`config.mk`:
```
export PLATFORM = sky130hd
export DESIGN_NAME = fix2flt_conv
export DESIGN_NICKNAME = d
export VERILOG_FILES = /design/src/rtl/fix2flt_pkg.sv /design/src/rtl/fix2flt_rnd.sv /design/src/rtl/fix2flt_conv.sv
export SDC_FILE = /design/constraint.sdc
export NUM_CORES = 1
export LEC_CHECK = 0
export ABC_CLOCK_PERIOD_IN_PS = 3600
export CAP_MARGIN = 20
export CORE_ASPECT_RATIO = 1.5
export CORE_MARGIN = 2
export CORE_UTILIZATION = 50
export DETAILED_ROUTE_END_ITERATION = 10
export MAX_ROUTING_LAYER = met4
export PLACE_DENSITY = 0.76
export SYNTH_ARGS = -nofsm -noshare
export SYNTH_HDL_FRONTEND = slang
export SYNTH_SLANG_ARGS = --single-unit
```
`constraint.sdc`:
```
create_clock -name i_clk -period 3.6 [get_ports i_clk]
set_clock_uncertainty 0.05 [all_clocks]
set_input_delay 0.36 -clock i_clk [delete_from_list [all_inputs] [get_ports i_clk]]
set_output_delay 0.36 -clock i_clk [all_outputs]
set_load 0.1 [all_outputs]
```
`src/rtl/fix2flt_pkg.sv`:
```
// Shared types and default format constants for the fixed-to-float converter.
// Default format: Q8.8 input converted to an IEEE half-precision output.
package fix2flt_pkg;

    typedef enum logic [2:0] {
        ST_IDLE  = 3'd0,
        ST_LOAD  = 3'd1,
        ST_NORM  = 3'd2,
        ST_ROUND = 3'd3,
        ST_DONE  = 3'd4
    } state_e;

    typedef enum logic {
        RND_RNE   = 1'b0,
        RND_TRUNC = 1'b1
    } rnd_mode_e;

    localparam int DEF_IN_W   = 16;
    localparam int DEF_FRAC_W = 8;
    localparam int DEF_EXP_W  = 5;
    localparam int DEF_MAN_W  = 10;
    localparam int DEF_BIAS   = 15;

    // Exponent counter width: the count starts at IN_W-1-FRAC_W+BIAS and can
    // walk below zero during normalisation, so it carries a sign bit plus one
    // bit of headroom for the rounding carry.
    function automatic int exp_cnt_w(input int in_w, input int frac_w, input int exp_w);
        return $clog2(in_w + frac_w + (1 << exp_w)) + 2;
    endfunction

endpackage

```
`src/rtl/fix2flt_rnd.sv`:
```
// Combinational mantissa extraction and rounding from the normalised fraction
// bits (the bits below the hidden one).
module fix2flt_rnd #(
    parameter int IN_W  = 16,
    parameter int MAN_W = 10
) (
    input  logic [IN_W-2:0]  i_frac,
    input  logic             i_trunc,
    output logic [MAN_W-1:0] o_man,
    output logic             o_carry
);

    // Zero padding below the fraction keeps all slices in range even when
    // the fraction is narrower than the mantissa.
    localparam int EXT_W = IN_W + MAN_W;

    logic [EXT_W-1:0] w_ext;
    logic [MAN_W-1:0] w_man;
    logic             w_guard;
    logic             w_sticky;
    logic             w_inc;
    logic [MAN_W:0]   w_sum;

    assign w_ext    = {i_frac, {(MAN_W+1){1'b0}}};
    assign w_man    = w_ext[EXT_W-1 -: MAN_W];
    assign w_guard  = w_ext[EXT_W-1-MAN_W];
    assign w_sticky = |w_ext[EXT_W-2-MAN_W:0];
    assign w_inc    = ~i_trunc & w_guard & (w_sticky | w_man[0]);
    assign w_sum    = {1'b0, w_man} + {{MAN_W{1'b0}}, w_inc};
    assign o_man    = w_sum[MAN_W-1:0];
    assign o_carry  = w_sum[MAN_W];

endmodule

```
`src/rtl/fix2flt_conv.sv`:
```
// Multi-cycle fixed-point to floating-point converter: one leading zero is
// normalised per cycle, then the result is rounded and held until the next start.
module fix2flt_conv
    import fix2flt_pkg::*;
#(
    parameter int IN_W   = DEF_IN_W,
    parameter int FRAC_W = DEF_FRAC_W,
    parameter int EXP_W  = DEF_EXP_W,
    parameter int MAN_W  = DEF_MAN_W,
    parameter int BIAS   = DEF_BIAS,
    parameter int SIGNED = 1
) (
    input  logic                   i_clk,
    input  logic                   i_reset,
    input  logic                   i_start,
    input  logic [IN_W-1:0]        i_fix_in,
    input  logic                   i_rnd_mode,
    output logic [EXP_W+MAN_W:0]   o_flt_out,
    output logic                   o_done,
    output logic                   o_busy,
    output logic                   o_ovf,
    output logic                   o_unf
);

    localparam int XW = exp_cnt_w(IN_W, FRAC_W, EXP_W);
    localparam logic signed [XW-1:0] EXP_INIT = XW'(IN_W - 1 - FRAC_W + BIAS);
    localparam logic signed [XW-1:0] EXP_MAX  = XW'((1 << EXP_W) - 1);
    localparam logic signed [XW-1:0] EXP_ZERO = '0;
    localparam logic signed [XW-1:0] EXP_ONE  = XW'(1);

    state_e                 r_state;
    logic [IN_W-1:0]        r_fix;
    logic [IN_W-1:0]        r_acc;
    logic                   r_trunc;
    logic                   r_sign;
    logic signed [XW-1:0]   r_exp;

    logic                   w_neg;
    logic [IN_W-1:0]        w_abs;
    logic [MAN_W-1:0]       w_man;
    logic                   w_carry;
    logic signed [XW-1:0]   w_exp_rnd;

    // Two's-complement magnitude; the most-negative value maps onto 1 << (IN_W-1).
    assign w_neg     = (SIGNED != 0) && r_fix[IN_W-1];
    assign w_abs     = w_neg ? (~r_fix + IN_W'(1)) : r_fix;
    assign w_exp_rnd = r_exp + $signed({{(XW-1){1'b0}}, w_carry});

    fix2flt_rnd #(
        .IN_W  (IN_W),
        .MAN_W (MAN_W)
    ) u_rnd (
        .i_frac  (r_acc[IN_W-2:0]),
        .i_trunc (r_trunc),
        .o_man   (w_man),
        .o_carry (w_carry)
    );

    always_ff @(posedge i_clk) begin
        if (i_reset) begin
            r_state   <= ST_IDLE;
            r_fix     <= '0;
            r_acc     <= '0;
            r_trunc   <= 1'b0;
            r_sign    <= 1'b0;
            r_exp     <= '0;
            o_flt_out <= '0;
            o_done    <= 1'b0;
            o_busy    <= 1'b0;
            o_ovf     <= 1'b0;
            o_unf     <= 1'b0;
        end else begin
            case (r_state)
                ST_IDLE, ST_DONE: begin
                    if (i_start) begin
                        r_fix   <= i_fix_in;
                        r_trunc <= i_rnd_mode;
                        r_state <= ST_LOAD;
                        o_done  <= 1'b0;
                        o_busy  <= 1'b1;
                    end
                end
                ST_LOAD: begin
                    r_sign <= w_neg;
                    r_acc  <= w_abs;
                    r_exp  <= EXP_INIT;
                    if (w_abs == '0) begin
                        r_state   <= ST_DONE;
                        o_flt_out <= '0;
                        o_ovf     <= 1'b0;
                        o_unf     <= 1'b0;
                        o_busy    <= 1'b0;
                        o_done    <= 1'b1;
                    end else if (w_abs[IN_W-1]) begin
                        r_state <= ST_ROUND;
                    end else begin
                        r_state <= ST_NORM;
                    end
                end
                ST_NORM: begin
                    // Look ahead one bit so the shift that sets the MSB also
                    // hands off to ROUND without an extra idle check cycle.
                    r_acc <= r_acc << 1;
                    r_exp <= r_exp - EXP_ONE;
                    if (r_acc[IN_W-2]) begin
                        r_state <= ST_ROUND;
                    end
                end
                ST_ROUND: begin
                    r_state <= ST_DONE;
                    o_busy  <= 1'b0;
                    o_done  <= 1'b1;
                    if (w_exp_rnd >= EXP_MAX) begin
                        o_flt_out <= {r_sign, {EXP_W{1'b1}}, {MAN_W{1'b0}}};
                        o_ovf     <= 1'b1;
                        o_unf     <= 1'b0;
                    end else if (w_exp_rnd <= EXP_ZERO) begin
                        o_flt_out <= {r_sign, {(EXP_W+MAN_W){1'b0}}};
                        o_ovf     <= 1'b0;
                        o_unf     <= 1'b1;
                    end else begin
                        o_flt_out <= {r_sign, w_exp_rnd[EXP_W-1:0], w_man};
                        o_ovf     <= 1'b0;
                        o_unf     <= 1'b0;
                    end
                end
                default: begin
                    r_state <= ST_IDLE;
                    o_busy  <= 1'b0;
                    o_done  <= 1'b0;
                end
            endcase
        end
    end

endmodule
```
==> impl_metrics.toml <==
[outcome]
status = "complete, no violations"

[timing]
fin_ws_ns = 0.404
setup_violations = 0
worst_slew_pin_slew_ns = 1.00
fmax_ghz = 0.313
layout_worst_path_cycle_share_pct = 88.8
layout_min_cycle_time_ns = 3.20
finalHoldViolations = 0
fin_tns_setup_ns = 0
max_slew_margin_pct = 32.9
rsz0062_at_grt = "false"
slew_viol_final = 0

[job]
max_cap_violations = 0

[route]
first_iter_violations = 156
viasPerCell = 5.85
drtAntennaViolNets = 0
drtPass1Iterations = 4
wl_per_cell_um = 14.0
drc = 0
routed-via-count = 3047
routed_wl_mm = 7.28

[hold_path]
hold_path.class = "reg -> reg"

[setup_path]
worstPathArrival_ns = 3.40
crit_path_top_delay_cell = "dfxtp_1"
crit_fanout = 9
cp_cell_sequence = "nand2b_1 -> nor2_1 -> ha_1 -> nand2_1 -> nor2_1 -> and3_1 -> ha_1 -> ha_1 -> nand2_1 -> xor2_1 -> a31oi_2 -> nor2_1 -> nand3_1 -> clkinv_1 -> a22o_1"
critPathBufInv = 1
crit_required_ns = 3.80
crit_family = "simple AND/OR/NAND/NOR gates"
start_kind = "register"
crit_path_end_kind = "register"
path_class = "reg -> reg"
slowest_delay_ns = 0.31

[place]
globalplace.congestion = 0.839
place_area_um2 = 3770
dp_hpwl_mm = 5.30
io_buffers = 39
place_ws_ns = 0.346
placed_cells = 505

[die]
ioPinCount = 40
fp.dieW_um = 71.1
initial_utilization_pct = 51.6
core-area_um2 = 6530
placementRows = 36
dieArea_um2 = 7430
die_h_um = 105

[clocking]
clock_path_buffers = 2
cts_buffers = 9
htree_levels = 3
clock-root-buffer = "clkbuf_8"
cts_setup_buffers = 0
cts_tree = "yes"
cts_sinks = 64
clk_transition_reported_paths_ns = 0.07
clk_latency_ns = 0.35

[power]
p_int_mw = 1.33
peakVddDrop_uv = 260
swShare_pct = 35.1
clkPwrFrac_pct = 30.9
p_sw_uw = 718
p_per_area_nw_per_um2 = 514
total_power_mw = 2.05
p_leak_nw = 1.43
seq_power_share_pct = 42.1
combPwrFrac_pct = 27.1

[synthesis]
synth_top_family_by_area = "simple AND/OR/NAND/NOR gates"
synth_most_common_cell = "dfxtp_1"
synth_top_area_cell = "dfxtp_1"
muxShareOfSynthArea_pct = 0.593
synth_cells = 414
ys_warn_count = 0
synth_compound_area_share_pct = 23.9
synthesis.nets = 439
synth_edf_count = 0
synth-async-reset-ratio_pct = 0
synth_top_area_share_pct = 38.0
synthFlopType = "dfxtp_1"
synth_xor_area_share_pct = 6.75
yosys.area_share.simple_pct = 24.1
synth_cell_type_count = 59
synth_area_um2 = 3370
synthTopCellsByArea = "dfxtp_1, nand2_1, a21oi_1, nor2_1, xor2_1"
synthTopCellsByCount = "dfxtp_1, nand2_1, nor2_1, a21oi_1, clkbuf_1"
postSynthAreaPerCell_um2 = 8.15
synth-seq-cells = 64
ys_seq_area_share_pct = 38.0
yosys.area_share.adder_pct = 1.85

[global_routing]
grt_max_degree = 33
grt_overflow = 0
use_met2_pct = 36.0
met3_usage_pct = 5.30
grt_pass1_wl_mm = 12.7
gr-usage-met1_pct = 23.9
grt_util_all_layers_pct = 21.5
antenna_found_initial = 0
grt-busiest-layer = "met2"
grt_pass1_vias = 2770

[cells_and_area]
drive_gt1_share_pct = 7.64
nets = 465
fin_cells = 521
area_growth_pct = 18.1
fin_area_um2 = 3990
n_antenna_cell = 0
## power groups by stage
| stage | logic (mW) | registers [mW] | clock network, mW |
|---|---|---|---|
| floorplan | 0.424 | 0.874 | 0 |
| finish | 0.554 | 0.861 | 0.633 |
| global route | 0.617 | 0.872 | 0.678 |
| CTS | 0.552 | 0.858 | 0.647 |
| detailed placement | 0.549 | 0.874 | 0 |
| global placement | 0.538 | 0.872 | 0 |
## logic make-up after synthesis
logic type / after synthesis
multiplexers: 2
buffers and inverters: 39
flip-flops: 64
XOR/XNOR: 26
AO/OA/AOI/OAI: 110
AND/OR/NAND/NOR: 168
adder cells (fa/ha/maj): 5
## worst reg2reg max path: stages (launching register included)
cell      delay, ns
dfxtp_1        0.31
nand2b_1       0.18
nor2_1         0.14
ha_1           0.21
nand2_1        0.07
nor2_1         0.21
and3_1         0.20
ha_1           0.20
ha_1           0.27
nand2_1        0.11
xor2_1         0.17
a31oi_2        0.28
nor2_1         0.12
nand3_1        0.12
clkinv_1       0.21
a22o_1         0.25
## what timing repair did
item	4_1_cts	5_1_grt
resized for setup	0	1
hold buffers	0	0
setup endpoints to repair	0	9
## final timing paths
kind	startpoint	end	slack (ns)	cells after the start
max	r_trunc	o_flt_out[7]	0.40	15
min	r_trunc	r_trunc	0.40	2
max reg2reg	r_trunc	o_flt_out[7]	0.40	15
min reg2reg	r_trunc	r_trunc	0.40	2
## through the flow
| stage | util, % | hold WS (ns) |
|---|---|---|
| global placement | 57.8 | 0.393 |
| CTS | 60.9 | 0.404 |
| floorplan | - | 0.381 |
| finish | 61.0 | 0.403 |
| detailed placement | 57.8 | 0.395 |
| global route | 61.0 | 0.424 |
## layout make-up
class / instances / area [um^2]
fillers: 585 / 2550
multi-input cells: 311 / 1940
flip-flops and latches: 64 / 1280
repair buffers: 43 / 420
clock buffers: 11 / 151
well taps: 76 / 95.1
clock inverters: 5 / 55.1
inverters: 11 / 41.3
## metal layers
metal / wire length [um] / up-vias
met5: 0 / -
met1: 3030 / 1398
met2: 3720 / 87
met3: 331 / 16
li1: - / 1546
met4: 199 / 0
## flip-flops by register name, summed over array words and instances, names as in the netlist
register   count
o_ovf          1
r_fix         16
o_done         1
r_acc         15
r_exp          8
r_sign         1
o_busy         1
o_unf          1
r_state        3
o_flt_out     16
r_trunc        1
## cell usage in the layout, fill, tap and decap left out, drive strengths merged, types with 2 or more instances in the layout
cell type and n:
a211oi 4, a21oi 36, a221oi 11, a22o 13, a22oi 5, a311oi 2
a31o 2, a31oi 4, and3 3, buf 4, clkbuf 11, clkdlybuf4s50 39
clkinv 3, clkinvlp 2, dfxtp 64, ha 5, inv 10, mux2i 2
nand2 53, nand2b 11, nand3 14, nand4 3, nor2 44, nor2b 3
nor3 11, nor4 4, o21a 2, o21ai 12, o311ai 2, o31ai 4
o41ai 5, or2 3, or3 7, or3b 2, or4 4, xnor2 10
xor2 16
Power figures use the tool's default switching activity.
